### src/rtl/bcd_updown_display_if.sv
// Control and display bundle for the BCD up/down counter.
// The board-side driver is the master; the counter block is the slave.
interface bcd_updown_display_if #(
    parameter int DIGITS = 2
);
    logic [4:0]          rate_sel;
    logic                en;
    logic                dir;
    logic                mode_sat;
    logic                load;
    logic [4*DIGITS-1:0] load_val;
    logic [4*DIGITS-1:0] bcd_out;
    logic                tc;
    logic [7:0]          AN;
    logic [6:0]          SEG;

    modport master (
        output rate_sel, en, dir, mode_sat, load, load_val,
        input  bcd_out, tc, AN, SEG
    );

    modport slave (
        input  rate_sel, en, dir, mode_sat, load, load_val,
        output bcd_out, tc, AN, SEG
    );
endinterface

### src/rtl/bcd_updown_display.sv
// N-digit BCD up/down counter with tick prescaler, load, pause,
// wrap/saturate terminal handling and a multiplexed 7-seg driver.
module bcd_updown_display #(
    parameter int DIGITS   = 2,
    parameter int SCAN_BIT = 16,
    parameter int BLANK_LZ = 1
) (
    input logic                clk,
    input logic                rst_n,
    bcd_updown_display_if.slave bus
);
    logic [31:0]         div_cnt;
    logic                sel_d;
    logic                scan_d;
    logic                tick;
    logic                scan_tick;
    logic [4*DIGITS-1:0] cnt;
    logic [4*DIGITS-1:0] cnt_nxt;
    logic                tc_q;
    logic                tc_nxt;
    logic                all9;
    logic                all0;
    logic                cy;
    logic [2:0]          idx;
    logic                disp_on;
    logic [3:0]          cur;
    logic                blank;
    logic                zero_above;
    logic [7:0]          an_q;
    logic [7:0]          an_nxt;
    logic [6:0]          seg_q;
    logic [6:0]          seg_nxt;

    assign tick      = div_cnt[bus.rate_sel] & ~sel_d;
    assign scan_tick = div_cnt[SCAN_BIT] & ~scan_d;

    always_comb begin
        all9 = 1'b1;
        all0 = 1'b1;
        for (int i = 0; i < DIGITS; i++) begin
            if (cnt[4*i +: 4] != 4'd9) all9 = 1'b0;
            if (cnt[4*i +: 4] != 4'd0) all0 = 1'b0;
        end
    end

    // Load beats counting; a terminal tick flags tc whether it wraps or holds.
    always_comb begin
        cnt_nxt = cnt;
        tc_nxt  = 1'b0;
        cy      = 1'b1;
        if (bus.load) begin
            for (int i = 0; i < DIGITS; i++) begin
                cnt_nxt[4*i +: 4] = (bus.load_val[4*i +: 4] > 4'd9) ?
                                    4'd9 : bus.load_val[4*i +: 4];
            end
        end else if (tick && bus.en) begin
            if (bus.dir) begin
                if (all9) begin
                    tc_nxt = 1'b1;
                    if (!bus.mode_sat) cnt_nxt = '0;
                end else begin
                    for (int i = 0; i < DIGITS; i++) begin
                        if (cy) begin
                            if (cnt[4*i +: 4] == 4'd9) begin
                                cnt_nxt[4*i +: 4] = 4'd0;
                            end else begin
                                cnt_nxt[4*i +: 4] = cnt[4*i +: 4] + 4'd1;
                                cy = 1'b0;
                            end
                        end
                    end
                end
            end else begin
                if (all0) begin
                    tc_nxt = 1'b1;
                    if (!bus.mode_sat) cnt_nxt = {DIGITS{4'd9}};
                end else begin
                    for (int i = 0; i < DIGITS; i++) begin
                        if (cy) begin
                            if (cnt[4*i +: 4] == 4'd0) begin
                                cnt_nxt[4*i +: 4] = 4'd9;
                            end else begin
                                cnt_nxt[4*i +: 4] = cnt[4*i +: 4] - 4'd1;
                                cy = 1'b0;
                            end
                        end
                    end
                end
            end
        end
    end

    // Walk from the top digit down so zero_above covers digit i and above.
    always_comb begin
        cur        = 4'd0;
        blank      = 1'b0;
        zero_above = 1'b1;
        for (int i = DIGITS - 1; i >= 0; i--) begin
            zero_above = zero_above & (cnt[4*i +: 4] == 4'd0);
            if (idx == 3'(i)) begin
                cur   = cnt[4*i +: 4];
                blank = (i > 0) && zero_above && (BLANK_LZ != 0);
            end
        end
    end

    always_comb begin
        an_nxt = 8'hFF;
        for (int i = 0; i < DIGITS; i++) begin
            if (idx == 3'(i)) an_nxt[i] = 1'b0;
        end
        unique case (cur)
            4'd0:    seg_nxt = 7'b1000000;
            4'd1:    seg_nxt = 7'b1111001;
            4'd2:    seg_nxt = 7'b0100100;
            4'd3:    seg_nxt = 7'b0110000;
            4'd4:    seg_nxt = 7'b0011001;
            4'd5:    seg_nxt = 7'b0010010;
            4'd6:    seg_nxt = 7'b0000010;
            4'd7:    seg_nxt = 7'b1111000;
            4'd8:    seg_nxt = 7'b0000000;
            4'd9:    seg_nxt = 7'b0010000;
            default: seg_nxt = 7'h7F;
        endcase
        if (blank) seg_nxt = 7'h7F;
        if (!disp_on) begin
            an_nxt  = 8'hFF;
            seg_nxt = 7'h7F;
        end
    end

    always_ff @(posedge clk or negedge rst_n) begin
        if (!rst_n) begin
            div_cnt <= '0;
            sel_d   <= 1'b0;
            scan_d  <= 1'b0;
            cnt     <= '0;
            tc_q    <= 1'b0;
            idx     <= 3'd0;
            disp_on <= 1'b0;
            an_q    <= 8'hFF;
            seg_q   <= 7'h7F;
        end else begin
            div_cnt <= div_cnt + 32'd1;
            sel_d   <= div_cnt[bus.rate_sel];
            scan_d  <= div_cnt[SCAN_BIT];
            cnt     <= cnt_nxt;
            tc_q    <= tc_nxt;
            if (scan_tick) begin
                idx     <= (idx == 3'(DIGITS - 1)) ? 3'd0 : idx + 3'd1;
                disp_on <= 1'b1;
            end
            an_q    <= an_nxt;
            seg_q   <= seg_nxt;
        end
    end

    assign bus.bcd_out = cnt;
    assign bus.tc      = tc_q;
    assign bus.AN      = an_q;
    assign bus.SEG     = seg_q;
endmodule
### src/flat_wrapper.sv
// flat-port wrapper written by rule: the top's interface ports become plain ports
module bcd_updown_display_flat 
#(
    parameter int DIGITS   = 2,
    parameter int SCAN_BIT = 16,
    parameter int BLANK_LZ = 1
)
  (clk, rst_n, bus_rate_sel, bus_en, bus_dir, bus_mode_sat, bus_load, bus_load_val, bus_bcd_out, bus_tc, bus_AN, bus_SEG);
  bcd_updown_display_if #(.DIGITS(DIGITS)) bus_i ();
  input logic clk;
  input logic rst_n;
  input wire logic [$bits(bus_i.rate_sel)-1:0] bus_rate_sel;
  input wire logic [$bits(bus_i.en)-1:0] bus_en;
  input wire logic [$bits(bus_i.dir)-1:0] bus_dir;
  input wire logic [$bits(bus_i.mode_sat)-1:0] bus_mode_sat;
  input wire logic [$bits(bus_i.load)-1:0] bus_load;
  input wire logic [$bits(bus_i.load_val)-1:0] bus_load_val;
  output wire logic [$bits(bus_i.bcd_out)-1:0] bus_bcd_out;
  output wire logic [$bits(bus_i.tc)-1:0] bus_tc;
  output wire logic [$bits(bus_i.AN)-1:0] bus_AN;
  output wire logic [$bits(bus_i.SEG)-1:0] bus_SEG;
  assign bus_i.rate_sel = bus_rate_sel;
  assign bus_i.en = bus_en;
  assign bus_i.dir = bus_dir;
  assign bus_i.mode_sat = bus_mode_sat;
  assign bus_i.load = bus_load;
  assign bus_i.load_val = bus_load_val;
  assign bus_bcd_out = bus_i.bcd_out;
  assign bus_tc = bus_i.tc;
  assign bus_AN = bus_i.AN;
  assign bus_SEG = bus_i.SEG;
  bcd_updown_display #(.DIGITS(DIGITS), .SCAN_BIT(SCAN_BIT), .BLANK_LZ(BLANK_LZ)) u_core (.clk(clk), .rst_n(rst_n), .bus(bus_i));
endmodule
### config.mk
export PLATFORM = sky130hd
export DESIGN_NAME = bcd_updown_display_flat
export DESIGN_NICKNAME = d
export VERILOG_FILES = /design/src/rtl/bcd_updown_display_if.sv /design/src/rtl/bcd_updown_display.sv /design/src/flat_wrapper.sv
export SDC_FILE = /design/constraint.sdc
export NUM_CORES = 1
export LEC_CHECK = 0
export ABC_AREA = 1
export CAP_MARGIN = 40
export CORE_AREA = 2 2 82 84
export CTS_BUF_LIST = sky130_fd_sc_hd__clkbuf_4
export DETAILED_ROUTE_END_ITERATION = 7
export DIE_AREA = 0 0 84 86
export PLACE_DENSITY_LB_ADDON = 0.1
export RECOVER_POWER = 50
export SKIP_CTS_REPAIR_TIMING = 1
export SLEW_MARGIN = 20
export SYNTH_ARGS = -nofsm -noshare
export SYNTH_HDL_FRONTEND = slang
export SYNTH_SLANG_ARGS = --single-unit
### constraint.sdc
create_clock -name clk -period 5 [get_ports clk]
set_clock_uncertainty 0.2 [all_clocks]
set_input_delay 1.5 -clock clk [delete_from_list [all_inputs] [get_ports clk]]
set_output_delay 1.5 -clock clk [all_outputs]
set_load 0.005 [all_outputs]
==> flow_summary.toml <==
[outcome]
outcome = "finished with violations"
violations = "capacitance limit, slew limit"

[critical_path]
path_cells = "clkdlybuf4s50_1, inv_4, nand2_1, nand3_1, nand3_1, nand2_1, nand2_1, nand3_1, nand3_2, nand2_2, nand2_2, nand2_1, o21ai_1"
critPathKind = "input pin to flop"
startpoint_type = "input pin"
path_max_fanout = 17
crit_arrival_ns = 3.56
cp.required_ns = 5.14
crit_slowest_cell = "clkdlybuf4s50_1"
max_stage_delay_ns = 0.87
path_common_cell = "nand2_1"
cp-end-kind = "flop"

[floorplanning]
coreArea_um2 = 6280
initial_core_util = 0.544
die_w_um = 84
io_pins = 43
die-area_um2 = 7220
die_y_um = 86
rows = 29

[clock_tree]
clk_pin_slew_ns = 0.18
cts_buffer_depth = 2
cts_tree = "built"
cts_buffers = 5
cts_sinks = 56
clk-insertion-delay-late_ns = 0.39
ctsHtreeMaxLevel = 2
root_buffer = "clkbuf_4"

[placement]
place_area_um2 = 3800
dp.cells = 513
dp_hpwl_um = 5360
dpl_worst_slack_ns = 1.20
place.gp.congestion = 0.854
io_buffers = 36

[detailed_routing]
remaining_drc_errors = 0
drt-vias-per-instance = 5.39
dr_total_vias = 2806
dr.pass1.iters = 5
drtIter0Drc = 186
ant_nets = 0
routedWlPerCell_um = 13.5
wirelength_um = 7050

[final_layout]
final_cell_mix = "nand2_1, nand3_1, dfrtp_1"
area_growth_pct = 10.5
fillCellCount = 599
nNetsFinal = 469
layout-drive-gt1-share = 0.0923
antenna_cells = 0
finalNonFillerCells = 521
final_cell_area_um2 = 3780
mostFrequentLayoutCell = "nand2_1"

[synthesis]
synth_edf_count = 0
yosys_warnings = 0
netlist_area_um2 = 3420
ys_types = 45
avgSynthCellArea_um2 = 8.37
synth-seq-cells = 56
ys_seq_area_frac = 0.414
async_flop_share = 1.00
syn_inst = 408
ys.flop_type = "dfrtp_1"

[sta]
rsz0062_at_grt = "false"
slew_viol_final = 34
period_minus_slack_ns = 3.42
hold_viol_final = 0
relSlewSlack = -0.113
worst_pin_slew_ns = 1.67
setup_viol = 0
fmax_mhz = 292
setup_slack_ns = 1.58
timing.final.crit_share = 0.684
fin_tns_setup_ns = 0

[power_and_ir_drop]
finalPower_mw = 1.02
vdd_drop_max_v = 0.000154
power.leakage_nw = 1.76
power.density_nw_per_um2 = 269

[grt]
grt_pass1_wl_um = 12600
grt_max_degree = 34
grt_util_all_layers = 0.215
grt_overflow = 0
antenna_found_initial = 0
grt_pass1_vias = 2669

[run]
drv_cap = 1

[min_path]
hp-class = "flop to flop"
[synthesized netlist by cell type (2+ instances only)]
cell	n	share of area
a21oi_1	8	0.012
a31oi_1	2	0.0037
buf_2	4	0.0059
buf_4	9	0.020
dfrtp_1	47	0.34
dfstp_2	9	0.069
ha_1	7	0.026
inv_1	36	0.040
inv_2	4	0.0044
nand2_1	96	0.11
nand2_2	6	0.011
nand3_1	47	0.069
nand3_2	6	0.018
nand4_1	9	0.016
nor2_1	21	0.023
nor2_2	2	0.0037
nor2_4	7	0.023
nor3_1	9	0.013
nor3_2	3	0.0088
o2111ai_1	2	0.0051
o211ai_1	4	0.0088
o21ai_0	7	0.010
o21ai_1	4	0.0059
o22ai_1	6	0.011
xnor2_1	10	0.026
xnor2_2	2	0.0095
xor2_1	23	0.059
[flip-flops by register name, indices dropped and copies added (netlist names)]
register	cells
u_core.div_cnt	32
u_core.bus.bcd_out	8
u_core.bus.SEG	7
u_core.idx	3
u_core.bus.AN	2
u_core.bus.tc	1
u_core.disp_on	1
u_core.scan_d	1
u_core.sel_d	1
[through the flow]
stage          utilization  hold WS, ns
2_1_floorplan            -        0.194
4_1_cts              0.616        0.241
3_5_place_dp         0.606        0.218
6_report             0.602        0.240
3_3_place_gp         0.606        0.220
5_1_grt              0.602        0.263
[report_power, final]
part	switching, mW	internal (mW)	total (mW)
Clock	0.160	0.0595	0.220
Combinational	0.156	0.122	0.277
Sequential	0.0443	0.474	0.518
Total	0.360	0.655	1.02
[area by class of cell]
| type | instances | area (um^2) | share of cell area |
|---|---|---|---|
| clock inverters | 3 | 27.5 | 0.00729 |
| clock buffers | 5 | 37.5 | 0.00994 |
| inverters | 41 | 156 | 0.0414 |
| repair buffers | 37 | 362 | 0.0958 |
| well taps | 77 | 96.3 | 0.0255 |
| flip-flops and latches | 56 | 1410 | 0.374 |
| multi-input cells | 302 | 1680 | 0.446 |
[path summary, 6_finish.rpt]
path                                         from  slack (ns)  cells past startpoint                    end
worst max register to register  u_core.div_cnt[1]        2.46                     10     u_core.div_cnt[28]
worst min register to register     u_core.disp_on        0.24                      1       u_core.bus.AN[1]
worst min-delay path               u_core.disp_on        0.24                      1       u_core.bus.AN[1]
worst max-delay path              bus_rate_sel[0]        1.58                     13  u_core.bus.bcd_out[0]
min in group asynchronous                   rst_n        1.31                      1         u_core.disp_on
max in group asynchronous                   rst_n        2.17                      2     u_core.div_cnt[20]
[critical path, delay by kind of cell]
family / cells / cell delay, ns
buffers and inverters: 2 / 1.06
and+or+nand+nor: 10 / 0.91
AOI/OAI and AO/OA: 1 / 0.08
[cells by family (layout without fill, tap and decap cells)]
family,after synthesis,after routing,share of synthesized area
and+or+nand+nor,217,217,0.325
DFF,56,56,0.414
buffers and inverters,55,86,0.0725
AOI/OAI and AO/OA,37,37,0.0681
xor gates and xnor gates,35,35,0.0941
adders and majority gates,7,7,0.0256
other,1,6,0.00110
[routing by layer]
layer	routed length [um]	GRT usage
met3	347	0.0395
met5	0	0
met2	3480	0.364
met1	3160	0.285
met4	72	0.0587
(Power assumes the default switching activity.)
